**src/rtl/serial_adder_if.sv**
```systemverilog
// Request/result bundle for the bit-serial adder: operands and start in,
// registered result and handshake out.
interface serial_adder_if #(
  parameter int WIDTH = 4
);
  logic             start;
  logic [WIDTH-1:0] A;
  logic [WIDTH-1:0] B;
  logic             cin;
  logic             sub;
  logic [WIDTH-1:0] S;
  logic             C;
  logic             OVF;
  logic             busy;
  logic             done;

  modport master (output start, A, B, cin, sub, input  S, C, OVF, busy, done);
  modport slave  (input  start, A, B, cin, sub, output S, C, OVF, busy, done);
endinterface

```
**src/rtl/serial_adder.sv**
```systemverilog
// Bit-serial add/subtract: one full-adder cell plus carry flop, LSB first,
// WIDTH+1 cycles from start to done.
module serial_adder #(
  parameter int WIDTH = 4
) (
  input  logic           clk,
  input  logic           rst_n,
  serial_adder_if.slave  bus
);
  localparam int CW = $clog2(WIDTH + 1);

  typedef enum logic [1:0] {IDLE, ADD, DONE} state_t;

  state_t           state_q, state_d;
  logic [WIDTH-1:0] opa_q, opa_d, opb_q, opb_d, acc_q, acc_d;
  logic [WIDTH-1:0] s_q, s_d;
  logic             carry_q, carry_d, c_q, c_d, ovf_q, ovf_d;
  logic [CW-1:0]    cnt_q, cnt_d;
  logic             sum_bit, carry_nxt, load;

  always_comb begin
    sum_bit   = opa_q[0] ^ opb_q[0] ^ carry_q;
    carry_nxt = (opa_q[0] & opb_q[0]) | (opa_q[0] & carry_q) | (opb_q[0] & carry_q);
    // A request is only accepted outside ADD, so DONE can reload back-to-back.
    load      = bus.start && (state_q != ADD);
  end

  always_comb begin
    state_d = state_q;
    opa_d   = opa_q;
    opb_d   = opb_q;
    acc_d   = acc_q;
    carry_d = carry_q;
    cnt_d   = cnt_q;
    s_d     = s_q;
    c_d     = c_q;
    ovf_d   = ovf_q;
    case (state_q)
      IDLE, DONE: begin
        state_d = IDLE;
        if (load) begin
          state_d = ADD;
          opa_d   = bus.A;
          opb_d   = bus.sub ? ~bus.B : bus.B;
          carry_d = bus.sub ? 1'b1 : bus.cin;
          acc_d   = '0;
          cnt_d   = '0;
        end
      end
      ADD: begin
        acc_d   = (acc_q >> 1) | (WIDTH'(sum_bit) << (WIDTH - 1));
        opa_d   = opa_q >> 1;
        opb_d   = opb_q >> 1;
        carry_d = carry_nxt;
        cnt_d   = cnt_q + 1'b1;
        if (cnt_q == CW'(WIDTH - 1)) begin
          state_d = DONE;
          s_d     = acc_d;
          c_d     = carry_nxt;
          // carry_q here is the carry into the MSB cell
          ovf_d   = carry_q ^ carry_nxt;
        end
      end
      default: state_d = IDLE;
    endcase
  end

  always_ff @(posedge clk) begin
    if (!rst_n) begin
      state_q <= IDLE;
      opa_q   <= '0;
      opb_q   <= '0;
      acc_q   <= '0;
      carry_q <= 1'b0;
      cnt_q   <= '0;
      s_q     <= '0;
      c_q     <= 1'b0;
      ovf_q   <= 1'b0;
    end else begin
      state_q <= state_d;
      opa_q   <= opa_d;
      opb_q   <= opb_d;
      acc_q   <= acc_d;
      carry_q <= carry_d;
      cnt_q   <= cnt_d;
      s_q     <= s_d;
      c_q     <= c_d;
      ovf_q   <= ovf_d;
    end
  end

  assign bus.S    = s_q;
  assign bus.C    = c_q;
  assign bus.OVF  = ovf_q;
  assign bus.busy = (state_q == ADD);
  assign bus.done = (state_q == DONE);
endmodule

```
**src/flat_wrapper.sv**
```systemverilog
// flat-port wrapper written by rule: the top's interface ports become plain ports
module serial_adder_flat 
#(
  parameter int WIDTH = 4
)
  (clk, rst_n, bus_start, bus_A, bus_B, bus_cin, bus_sub, bus_S, bus_C, bus_OVF, bus_busy, bus_done);
  serial_adder_if #(.WIDTH(WIDTH)) bus_i ();
  input  logic clk;
  input  logic rst_n;
  input wire logic [$bits(bus_i.start)-1:0] bus_start;
  input wire logic [$bits(bus_i.A)-1:0] bus_A;
  input wire logic [$bits(bus_i.B)-1:0] bus_B;
  input wire logic [$bits(bus_i.cin)-1:0] bus_cin;
  input wire logic [$bits(bus_i.sub)-1:0] bus_sub;
  output wire logic [$bits(bus_i.S)-1:0] bus_S;
  output wire logic [$bits(bus_i.C)-1:0] bus_C;
  output wire logic [$bits(bus_i.OVF)-1:0] bus_OVF;
  output wire logic [$bits(bus_i.busy)-1:0] bus_busy;
  output wire logic [$bits(bus_i.done)-1:0] bus_done;
  assign bus_i.start = bus_start;
  assign bus_i.A = bus_A;
  assign bus_i.B = bus_B;
  assign bus_i.cin = bus_cin;
  assign bus_i.sub = bus_sub;
  assign bus_S = bus_i.S;
  assign bus_C = bus_i.C;
  assign bus_OVF = bus_i.OVF;
  assign bus_busy = bus_i.busy;
  assign bus_done = bus_i.done;
  serial_adder #(.WIDTH(WIDTH)) u_core (.clk(clk), .rst_n(rst_n), .bus(bus_i));
endmodule
```
**config.mk**
```make
export PLATFORM = sky130hd
export DESIGN_NAME = serial_adder_flat
export DESIGN_NICKNAME = d
export VERILOG_FILES = /design/src/rtl/serial_adder_if.sv /design/src/rtl/serial_adder.sv /design/src/flat_wrapper.sv
export SDC_FILE = /design/constraint.sdc
export NUM_CORES = 1
export LEC_CHECK = 0
export CORE_ASPECT_RATIO = 1.4
export CORE_MARGIN = 1
export CORE_UTILIZATION = 40
export DETAILED_ROUTE_END_ITERATION = 16
export MAX_ROUTING_LAYER = met4
export PLACE_DENSITY_LB_ADDON = 0.15
export SETUP_SLACK_MARGIN = 0.3
export SLEW_MARGIN = 30
export SYNTH_ARGS = -nofsm -noshare
export SYNTH_HDL_FRONTEND = slang
export SYNTH_SLANG_ARGS = --single-unit
```
**constraint.sdc**
```tcl
create_clock -name clk -period 1.85 [get_ports clk]
set_clock_uncertainty 0.2 [all_clocks]
set_input_delay 0.37 -clock clk [delete_from_list [all_inputs] [get_ports clk]]
set_output_delay 0.37 -clock clk [all_outputs]
set_load 0.02 [all_outputs]
```
==> summary.txt <==
DIE HEIGHT - 62.6 um
P_sw - 236 uW
Setup-violating endpoint count in the final report - 0
Synth cell types - 30
Final standard cell area without fillers - 1320 um^2
Cell type with the highest aggregate area in the netlist - dfxtp_1
Max-slew violation total from the final report - 0
Part of the power in combinational logic - 0.175
Max stage delay cell, worst path - dfxtp_4
Worst ir drop on vdd - 0.000423 V
Initial antenna violation count - 0
Static leakage power - 0.000502 uW
Row Count - 21
Area of the die - 2830 um^2
Int Pwr - 681 uW
Unrepaired setup endpoints after global routing - yes
Crit path largest cell delay - 0.40 ns
Wire length of the first global-routing pass - 3.61 mm
Post-placement cell area - 1300 um^2
Count of buffering cells on the critical path with inverters included - 1
Clock buffers created by TritonCTS - 3
Worst hold path class - reg2reg
Tightest hold margin - 0.252 ns
GRT Util Overall - 0.176
Placer Congestion - 0.764
Clock Tree Buf Depth - 2
Routed wire length per instance - 11.8 um
Final Hold Vio Count - 0
Via count - 863
Clock group share of total power - 0.244
DRC viols - 0
Setup slack at placement - -0.0350 ns
Iteration-0 DRC count of the detailed router - 21
Sequential cell area fraction in the yosys report - 0.439
Clock period minus final worst setup slack - 1.58 ns
Instance count of the mapped netlist - 114
Run status - completed
Sinks on Clock Net - 23
I/O pin count - 21
Final design utilization - 0.541
Initial core utilization - 0.429
Layout Area Growth over Synthesis - 26.1%
Die Span X - 45.3 um
Critical path class - reg2out
Final worst path period share - 0.855
Crit path arrival time - 1.01 ns
Clk Latency, worst-skew pair - 0.30 ns
Total of buffers placed on input and output ports - 20
Startpoint types - register
Share of final-layout standard cells stronger than drive strength 1 - 0.252
Maximum clock rate - 632 MHz
Via count of the first global-routing pass - 828
Worst path setup slack after routing - 0.268 ns
HPWL reported at the end of detailed placement - 1.51 mm
First-pass DRT Iterations - 4
Power per cell area - 693 nW/um^2
H-Tree Depth - 1
Seq cells post-synth - 23
Number of vias per cell after detailed routing - 4.99
Wire length reported by the detailed router - 2.05 mm
Post-detailed-route count of antenna-violating nets - 0
Area share of the largest cell type after synthesis - 0.439
Reg clk slew, reported paths - 0.13 ns
Post-Route Setup TNS - 0 ns
Fraction of power spent switching nets - 0.257
Cell chain of the critical path - and2b_1, buf_6
Crit end category - output pin
Part of the total power dissipated in sequential elements - 0.581
TritonCTS clock tree - done
Max-Cap Viols - 0
Warning count from the yosys run - 0
Pin count of the biggest net entering global routing - 20
Slew of the pin with the lowest slew margin - 0.305 ns
Summed instance area of the synthesized netlist - 1050 um^2
Crit path required time - 1.28 ns
Largest fanout on the critical path - 5
Antenna diode count - 0
Mean Syn Cell Area - 9.20 um^2
Nets - 156
Relative slew margins - 0.796
Library cell used as clock root buffer - clkbuf_4
Floorplan Core Area - 2440 um^2
Crit path max-delay family - flip-flops
Overflow after GRT - 0
Number of nets produced by synthesis - 130
Ranking of synthesized cells by area - dfxtp_1 44%, a21oi_1 7.2%, nand3_1 6.7%
[layout make-up]
class / instances / area, um^2
clock buffer: 4 / 26.3
fill: 249 / 1120
inverter: 3 / 13.8
multi-input combinational: 78 / 507
sequential: 23 / 465
tap: 34 / 42.5
timing repair buffer: 31 / 268
[layer usage]
layer / global-route usage / share of wire / up-vias
li1: - / - / 444
met5: - / 0 / -
met2: 0.275 / 0.54 / 17
met1: 0.211 / 0.41 / 398
met4: 0.0871 / 0.017 / 0
met3: 0.0289 / 0.034 / 4
[cells by family (layout without fill, tap and decap cells)]
family | after synthesis | count (layout) | synth area share
simple gates | 41 | 41 | 0.208
compound gates | 28 | 28 | 0.172
flops | 23 | 23 | 0.439
buf+inv | 13 | 38 | 0.0871
xor+xnor | 5 | 5 | 0.0418
fa+ha+maj | 3 | 3 | 0.0430
mux | 1 | 1 | 0.00955
[worst min-delay path, stage by stage (launching register included)]
cell and delay [ns]:
dfxtp_1 0.34, nand3_2 0.06, a21oi_2 0.04
[path summary, 6_finish.rpt]
| check | end | slack (ns) | depth (start not counted) | from |
|---|---|---|---|---|
| setup / recovery | bus_done | 0.27 | 2 | u_core.state_q[0] |
| hold / removal | u_core.bus.S[0] | 0.25 | 2 | u_core.acc_q[1] |
| setup reg to reg | u_core.bus.OVF | 0.35 | 4 | u_core.carry_q |
| hold reg to reg | u_core.bus.S[0] | 0.25 | 2 | u_core.acc_q[1] |
[what timing repair did]
| item | CTS | global route |
|---|---|---|
| resized for setup | 26 | 9 |
| hold buffers | 0 | 0 |
| endpoints found under the setup margin | 9 | 17 |
| setup buffers | 0 | 1 |
[power by group through the flow]
stage | logic (uW) | registers, uW | clock network [uW]
final | 161 | 532 | 223
after global routing | 178 | 535 | 264
after CTS | 158 | 532 | 238
after detailed placement | 158 | 543 | 0
after global placement | 156 | 541 | 0
after floorplan | 108 | 539 | 0
[placed cells by master (no fill, tap or decap), drive strengths merged, types with 2 or more instances in the layout]
master,netlist,routed
clkdlybuf4s50,0,12
clkbuf,3,10
dfxtp,23,23
a21oi,18,18
buf,7,13
a22oi,6,6
nor2,5,5
nand3,18,18
inv,2,3
xor2,4,4
ha,2,2
nand2b,4,4
nand2,10,10
[synthesized netlist by cell type, drive strengths merged]
cell type and number:
nor2 5, o21a 1, and2b 1, nand3b 1
nor3 1, nor2b 1, ha 2, a31oi 1
clkinv 1, nand2 10, mux2i 1, a22oi 6
xnor2 1, a2111oi 1, fa 1, inv 2
nand2b 4, o21ai 1, clkbuf 3, buf 7
xor2 4, dfxtp 23, nand3 18, a21oi 18
[per-stage QoR]
step | power (uW) | instances
2_1_floorplan | 648 | 114
4_1_cts | 928 | 172
3_3_place_gp | 698 | 168
6_report | 916 | 173
3_5_place_dp | 701 | 168
5_1_grt | 977 | 173
[flip-flops by register name (all words and copies together), names as in the netlist]
name	count
u_core.acc_q	3
u_core.bus.OVF	1
u_core.bus.S	4
u_core.bus.C	1
u_core.carry_q	1
u_core.opa_q	4
u_core.cnt_q	3
u_core.state_q	2
u_core.opb_q	4
No activity file was read; power rests on OpenSTA's default activity.
